File: src/rtl/stopwatch_pkg.sv
// Shared constants for the stopwatch time counter.
//   DIGIT_W          width of one BCD digit
//   LIMIT_9/LIMIT_5  highest value of decimal / sexagesimal-tens digits
//   *_LSB            bit offsets of each digit inside time_bcd_out
//   max_time_bcd()   builds the MM:59.99 saturation pattern for a minute limit
package stopwatch_pkg;

  localparam int DIGIT_W = 4;
  localparam int TIME_W  = 6 * DIGIT_W;

  localparam int LIMIT_9 = 9;
  localparam int LIMIT_5 = 5;

  localparam int CS_ONES_LSB  = 0;
  localparam int CS_TENS_LSB  = 4;
  localparam int SEC_ONES_LSB = 8;
  localparam int SEC_TENS_LSB = 12;
  localparam int MIN_ONES_LSB = 16;
  localparam int MIN_TENS_LSB = 20;

  function automatic logic [TIME_W-1:0] max_time_bcd(input int max_min);
    logic [TIME_W-1:0] t;
    t = '0;
    t[MIN_TENS_LSB +: DIGIT_W] = DIGIT_W'(max_min / 10);
    t[MIN_ONES_LSB +: DIGIT_W] = DIGIT_W'(max_min % 10);
    t[SEC_TENS_LSB +: DIGIT_W] = DIGIT_W'(LIMIT_5);
    t[SEC_ONES_LSB +: DIGIT_W] = DIGIT_W'(LIMIT_9);
    t[CS_TENS_LSB  +: DIGIT_W] = DIGIT_W'(LIMIT_9);
    t[CS_ONES_LSB  +: DIGIT_W] = DIGIT_W'(LIMIT_9);
    return t;
  endfunction

endpackage

File: src/rtl/bcd_digit_counter.sv
// One BCD digit counting 0..LIMIT and wrapping to 0.
//   clk, reset  clock and asynchronous active-high reset
//   en          advance the digit by one this edge
//   clr         synchronous clear, wins over en
//   digit       current digit value
//   carry       high when this digit is about to wrap (en and digit==LIMIT);
//               drives the next digit's en so a whole chain rolls in one edge
module bcd_digit_counter
  import stopwatch_pkg::*;
#(
  parameter int LIMIT = 9
) (
  input  logic               clk,
  input  logic               reset,
  input  logic               en,
  input  logic               clr,
  output logic [DIGIT_W-1:0] digit,
  output logic               carry
);

  logic at_limit;

  assign at_limit = (digit == DIGIT_W'(LIMIT));
  assign carry    = en && at_limit;

  always_ff @(posedge clk or posedge reset) begin
    if (reset) begin
      digit <= '0;
    end else if (clr) begin
      digit <= '0;
    end else if (en) begin
      digit <= at_limit ? '0 : digit + DIGIT_W'(1);
    end
  end

endmodule

File: src/rtl/stopwatch_time_counter.sv
// Stopwatch counting MM:SS.cc in BCD, saturating at MAX_MIN:59.99.
//   clk                   system clock
//   reset                 asynchronous active-high reset
//   timer_run_en_in       count while high (pause keeps prescaler phase)
//   timer_reset_cmd_in    synchronous clear of count and prescaler
//   time_bcd_out          {min_tens,min_ones,sec_tens,sec_ones,cs_tens,cs_ones}
//   tick_pulse_out        one-cycle pulse coincident with each count update
//   max_time_reached_out  high while the count equals MAX_MIN:59.99
module stopwatch_time_counter
  import stopwatch_pkg::*;
#(
  parameter int CLK_FREQ_HZ = 50_000_000,
  parameter int TICK_HZ     = 100,
  parameter int MAX_MIN     = 59
) (
  input  logic              clk,
  input  logic              reset,
  input  logic              timer_run_en_in,
  input  logic              timer_reset_cmd_in,
  output logic [TIME_W-1:0] time_bcd_out,
  output logic              tick_pulse_out,
  output logic              max_time_reached_out
);

  localparam int DIV = CLK_FREQ_HZ / TICK_HZ;
  localparam int PW  = (DIV > 1) ? $clog2(DIV) : 1;
  localparam logic [TIME_W-1:0] MAX_TIME = max_time_bcd(MAX_MIN);

  if (DIV < 2) begin : g_bad_div
    $fatal(1, "stopwatch_time_counter: CLK_FREQ_HZ/TICK_HZ must be at least 2");
  end
  if (MAX_MIN < 0 || MAX_MIN > 59) begin : g_bad_max
    $fatal(1, "stopwatch_time_counter: MAX_MIN must be within 0..59");
  end

  logic [PW-1:0] presc;
  logic          count_en;
  logic          wrap;
  logic [5:0]    digit_en;
  logic [5:0]    digit_carry;
  logic          unused_top_carry;

  // Counting stops at max; a clear request freezes the prescaler for its edge
  // and then zeroes it, so a coincident wrap never produces an increment.
  assign count_en = timer_run_en_in && !timer_reset_cmd_in && !max_time_reached_out;
  assign wrap     = count_en && (presc == PW'(DIV - 1));

  always_ff @(posedge clk or posedge reset) begin
    if (reset) begin
      presc <= '0;
    end else if (timer_reset_cmd_in) begin
      presc <= '0;
    end else if (count_en) begin
      presc <= wrap ? '0 : presc + PW'(1);
    end
  end

  // Registered so the pulse is high in exactly the cycle the new count shows.
  always_ff @(posedge clk or posedge reset) begin
    if (reset) begin
      tick_pulse_out <= 1'b0;
    end else begin
      tick_pulse_out <= wrap;
    end
  end

  // Ripple-enable chain: every digit sees its enable in the same edge, so the
  // full value (e.g. 00:59.99 -> 01:00.00) updates atomically.
  assign digit_en         = {digit_carry[4:0], wrap};
  assign unused_top_carry = digit_carry[5];

  for (genvar i = 0; i < 6; i++) begin : g_digit
    localparam int LIM = (i == 3 || i == 5) ? LIMIT_5 : LIMIT_9;
    bcd_digit_counter #(
      .LIMIT (LIM)
    ) u_digit (
      .clk   (clk),
      .reset (reset),
      .en    (digit_en[i]),
      .clr   (timer_reset_cmd_in),
      .digit (time_bcd_out[i*DIGIT_W +: DIGIT_W]),
      .carry (digit_carry[i])
    );
  end

  assign max_time_reached_out = (time_bcd_out == MAX_TIME);

endmodule

File: config.mk
export PLATFORM = sky130hd
export DESIGN_NAME = stopwatch_time_counter
export DESIGN_NICKNAME = d
export VERILOG_FILES = /design/src/rtl/stopwatch_pkg.sv /design/src/rtl/bcd_digit_counter.sv /design/src/rtl/stopwatch_time_counter.sv
export SDC_FILE = /design/constraint.sdc
export NUM_CORES = 1
export LEC_CHECK = 0
export ABC_CLOCK_PERIOD_IN_PS = 2600
export CAP_MARGIN = 20
export CORE_MARGIN = 5
export CORE_UTILIZATION = 40
export DETAILED_ROUTE_END_ITERATION = 12
export GPL_ROUTABILITY_DRIVEN = 0
export SLEW_MARGIN = 20
export SYNTH_ARGS = -nofsm -noshare
export SYNTH_HDL_FRONTEND = slang
export SYNTH_SLANG_ARGS = --single-unit
File: constraint.sdc
create_clock -name clk -period 2.6 [get_ports clk]
set_clock_uncertainty 0.05 [all_clocks]
set_input_delay 0.78 -clock clk [delete_from_list [all_inputs] [get_ports clk]]
set_output_delay 0.78 -clock clk [all_outputs]
set_load 0.02 [all_outputs]
* Word level (Yosys, flattened, before mapping)
Index checks and enable logic that the tools add are counted.
Word-level totals: memory bits (read-only) 0, output and inout bits 26, memory bits (writable) 0, memories kept 0, bits in registers 44, bits in latches 0
Cells by class: add/subtract/negate cells 7, multipliers 0, shift operators 0, divide/modulo/power cells 0, equality and inequality tests 8, mux-type cells 21, reduce and logical (&&, ||, !) cells 17, bitwise operators 0, magnitude comparators 0
Operators by type and width (number):
- $mux W4 | 18
- $mux W19 | 3
- $add A4 B1 Y4 const B | 6
- $eq A24 B23 Y1 const B | 1
- $add A19 B1 Y19 const B | 1
- $eq A19 B19 Y1 const B | 1
- $eq A4 B4 Y1 const B | 4
- $reduce_bool A2 Y1 | 7
- $eq A4 B3 Y1 const B | 2
- $logic_and A1 B1 Y1 | 8
- $logic_not A1 Y1 | 2

* Longest topological paths before layout
word-level depth 11, gate-level depth with buffers 8, depth with buffers taken out 7

* Hierarchy
From an unflattened synthesis, not the netlist that was laid out.
Unflattened totals: cells, all modules 313, area, all modules 2807.7 sq um
Modules (own cells, without submodules):
- stopwatch_time_counter | cells each 153, times used 1, seq. area each 500.5 sq um, area an instance 1368.8 sq um
- bcd_digit_counter (g_digit[0].u_digit ...) | cells each 27, times used 4, seq. area each 100.1 sq um, area an instance 244.0 sq um
- bcd_digit_counter (g_digit[3].u_digit ...) | cells each 26, times used 2, seq. area each 100.1 sq um, area an instance 231.5 sq um

* Worst setup path after synthesis
Ideal clock, no wire load.
kind input to register, from in timer_run_en_in, to reg g_digit[3].u_digit.digit[3], data required time 2.423 ns, stages 7, buffers on the path 2, setup slack 0.285 ns, arrival time 2.138 ns, cells stage by stage clkbuf_1 > nor2b_1 > and3_2 > and4_1 > buf_4 > nand4_1 > mux2_1
Between the ends: word-level cells in the longest chain between the ends 7
RTL lines:
- start: declaration | line stopwatch_time_counter.sv:18 | input logic timer_run_en_in,
- $logic_and A1 B1 Y1 (2 in series) | line stopwatch_time_counter.sv:45 | assign count_en = timer_run_en_in && !timer_reset_cmd_in && !max_time_reached_out;
- $logic_and A1 B1 Y1 | line stopwatch_time_counter.sv:46 | assign wrap = count_en && (presc == PW'(DIV - 1));
- $logic_and A1 B1 Y1 (3 in series) | line bcd_digit_counter.sv:24 | assign carry = en && at_limit;
- $reduce_bool A2 Y1 (no source line)
- end signal: assignment | line bcd_digit_counter.sv:32 | digit <= at_limit ? '0 : digit + DIGIT_W'(1);
- end: declaration | line bcd_digit_counter.sv:17 | output logic [DIGIT_W-1:0] digit,
Every way passes these cells. A chain may end at the register's enable or synchronous reset.

* Final worst setup path
from reg g_digit[2].u_digit.digit[1], to out max_time_reached_out
Between the ends: word-level cells in the longest chain between the ends 1
RTL lines:
- start: declaration | line bcd_digit_counter.sv:17
- start signal: assignment | line bcd_digit_counter.sv:32
- $eq A24 B23 Y1 | line stopwatch_time_counter.sv:86 | assign max_time_reached_out = (time_bcd_out == MAX_TIME);
- end: declaration | line stopwatch_time_counter.sv:22 | output logic max_time_reached_out
Every way passes these cells.

==> summary.md <==
| Metric | Value |
|---|---|
| Simple-Gate Fraction of Synth Area | 29.2% |
| Row count | 30 |
| Sequential Power Share | a little under three fifths |
| Post-DP HPWL | around 5200 um |
| CP required | 1.77 ns |
| Dominant cells by area after synthesis | dfrtp_1 40%, ha_1 5.9%, a21oi_1 4.4%, nor2_1 4.4%, nand3_1 2.5% |
| Core area | 6760 um2 |
| RSZ-0062 raised after global routing | no |
| Antenna-violating nets left | 0 |
| Critical path startpoint category | register |
| Post-layout instance area | 3520 um2 |
| Worst skew pair latency | ~0.30 ns |
| Crit path arrival time | 1.61 ns |
| Slew at the pin closest to its max-slew limit | 0.567 ns |
| Inserted Clock Buffers | 5 |
| P_leak | 0.00154 uW |
| Slew Viols, Final | 0 |
| Period utilisation layout | 93.9% |
| I/O Buffers | 29 |
| Post-CTS Setup Inserts | 0 |
| Cell total after placement | ~440 |
| Initial antenna violation count | 0 |
| Leading cell type in the layout, fill and taps excluded | dfrtp_1 |
| Post-synthesis compound-gate area fraction | 16.1% |
| P per Cell Area | 342 nW/um2 |
| Worst IR drop on VDD | between 0.0002 and 0.00025 V |
| P&R area growth vs syn | 27.9% |
| Clock sink count | 44 |
| DR DRC count | 0 |
| Dpl ws | -0.0368 ns |
| Max Cap Violations | 0 |
| Hold Vio Cnt, Final | 0 |
| IO Count | 30 |
| Number of global-route vias before repair | 2329 |
| F_max | between 400 and 500 MHz |
| Syn avg cell area | 9.18 um2 |
| Initial core utilization | ~41% |
| Routed wire per std cell | between 15 and 20 um |
| TritonCTS clock tree | done |
| CP bufs+invs | 2 |
| Placement Cell Area | approximately 3400 um2 |
| Crit-path slowest cell | dfrtp_1 |
| Diodes inserted | 0 |
| Sw Pwr | between 200 and 300 uW |
| Min Tclk post-route | 2.44 ns |
| Synthesized instance count | 300 |
| Main combinational cell family by area after synthesis | simple AND/OR/NAND/NOR gates |
| First-pass GRT wire length | around 12000 um |
| Post-synthesis register bit count | 44 |
| Post-Layout Cell Count | 451 |
| Mux cell area share after synthesis | under 10% |
| Sequential fraction of the synthesis area | 40.0% |
| NumNets Final | 387 |
| Max-Slew Margin vs Limit | 61.9% |
| Yosys cell types | 57 |
| Die Ht | a little over 90 um |
| Maximum root-to-sink buffer count | 2 |
| Clock Power Share | 37.7% |
| Root Buffer Master | clkbuf_8 |
| Adder-cell area share of the yosys netlist | 5.91% |
| Vias post-DR | 2502 |
| Share of cells above drive strength 1 | 18.6% |
| Pint | approximately 920 uW |
| Final core occ | 52.1% |
| Fin worst setup slack | 0.157 ns |
| Syn nets | 317 |
| Commonest cells after routing, fill and taps aside | 44 x dfrtp_1, 43 x buf_4, 32 x nor2_1, 28 x clkdlybuf4s50_1, 24 x a21oi_1 |
| Outcome | complete, no violations |
| GRT Util Overall | 16.7% |
| Post_cts resized | 3 |
| CP endpoint kind | output port |
| Top cell type's share of synthesized area | 40.0% |
| R2R setup slack | between 0.2 and 0.3 ns |
| Setup Viol. Count Final | 0 |
| Area leader, netlist | dfrtp_1 |
| Cell Chain, Critical Path | inv_1 > ha_1 > and3b_1 > nand3_1 > nor2_1 > buf_2 |
| Largest net degree at the start of global routing | 29 |
| Comb power frac | 5.2% |
| Sw frac | 23.3% |
| CP max stage delay | 0.38 ns |
| Die X-Extent | 93.0 um |
| Synth Cell Area | 2750 um2 |
| Total gr overflow | 0 |
| DR iter-0 viols | 128 |
| Die area | 8640 um2 |
| Reg clk slew, reported paths | 0.09 ns |
| Total number of yosys warnings | 0 |
| Via/cell ratio | around 5.5 |
| Router iterations before antenna repair | 4 |
| Type of the worst setup path | reg -> out |
| CP top delay family | simple AND/OR/NAND/NOR gates |
| CTS Hold Buffers Added | 0 |
| Total Wirelength | 6790 um |
| Hold Crit Class | reg -> reg |
| Synth Area in XOR/XNOR | 3.18% |
| Worst-path maximum fanout | 3 |
| H-tree depth | 2 |
## per-layer routing
metal / part of all wire (%) / global-route usage, % / up-vias
met5: 0 / 0 / -
met4: 1.1 / 4.40 / 0
met3: 4.1 / 3.38 / 7
met2: 46 / 25.9 / 44
met1: 49 / 23.8 / 1197
li1: - / - / 1254
## worst reg2reg max path: cells and delay by family (launching register included)
family,cells,cell delay [ns]
AOI/OAI and AO/OA,2,0.49
adders and majority gates,1,0.18
buffers and inverters,4,0.55
DFF,1,0.38
and+or+nand+nor,3,0.64
## cell families after synthesis
| group | Yosys count |
|---|---|
| and+or+nand+nor | 134 |
| AOI/OAI and AO/OA | 68 |
| DFF | 44 |
| buffers and inverters | 27 |
| adders and majority gates | 13 |
| xor gates and xnor gates | 10 |
| muxes | 4 |
## state kept, by name, summed over array words and instances (netlist names)
register,cells
g_digit.u_digit.digit,24
presc,19
tick_pulse_out,1
## synth_stat cells (all sizes together)
| cell type | n |
|---|---|
| dfrtp | 44 |
| nor2 | 32 |
| a21oi | 24 |
| inv | 17 |
| nand2 | 17 |
| o21ai | 15 |
| nand3 | 14 |
| ha | 13 |
| nand4 | 10 |
| or3 | 10 |
| xnor2 | 7 |
| and3b | 6 |
| nand3b | 6 |
| o31ai | 6 |
| or4 | 6 |
| and3 | 5 |
| buf | 5 |
| clkbuf | 5 |
| nor3 | 5 |
| nor4 | 5 |
| or2 | 5 |
| a311oi | 4 |
| and4 | 4 |
| nor2b | 4 |
| o32ai | 4 |
| a41o | 3 |
| xor2 | 3 |
| a2111oi | 2 |
| and2 | 2 |
| mux2 | 2 |
| mux2i | 2 |
| o41ai | 2 |
| a211o | 1 |
| a211oi | 1 |
| a21o | 1 |
| a31oi | 1 |
| a41oi | 1 |
| nand2b | 1 |
| nor4b | 1 |
| o2111a | 1 |
| o211ai | 1 |
| o21bai | 1 |
| or3b | 1 |
## path summary, 6_finish.rpt
path	start	end	cells after the start
hold / removal	g_digit[3].u_digit.digit[1]	g_digit[3].u_digit.digit[1]	2
max in group asynchronous	reset	g_digit[3].u_digit.digit[1]	3
min in group asynchronous	reset	presc[10]	2
setup / recovery	g_digit[2].u_digit.digit[1]	max_time_reached_out	6
setup reg to reg	g_digit[3].u_digit.digit[1]	presc[17]	10
hold reg to reg	g_digit[3].u_digit.digit[1]	g_digit[3].u_digit.digit[1]	2
## power groups by stage
stage	logic, uW	clock network, uW	registers (uW)
final	62.6	455	688
after detailed placement	64.2	0	702
after CTS	64.2	472	688
after floorplan	34.2	0	701
after global placement	62.9	0	701
after global routing	70.6	505	689
## cell type report
| type | count | area [um2] |
|---|---|---|
| clock buffer | 8 | 90.1 |
| fill | 621 | 3230 |
| inverter | 17 | 63.8 |
| multi-input combinational | 229 | 1540 |
| sequential | 44 | 1100 |
| tap | 80 | 100 |
| timing repair buffer | 73 | 628 |
## stage by stage
| step | hold WS (ns) | power [uW] | TNS (ns) |
|---|---|---|---|
| CTS | 0.505 | 1220 | 0 |
| floorplan | 0.464 | 735 | 0 |
| global placement | 0.482 | 764 | 0 |
| detailed placement | 0.492 | 766 | -0.147 |
| finish | 0.507 | 1210 | 0 |
| global route | 0.545 | 1260 | 0 |
Note: power is estimated with default switching activity, not from simulation.
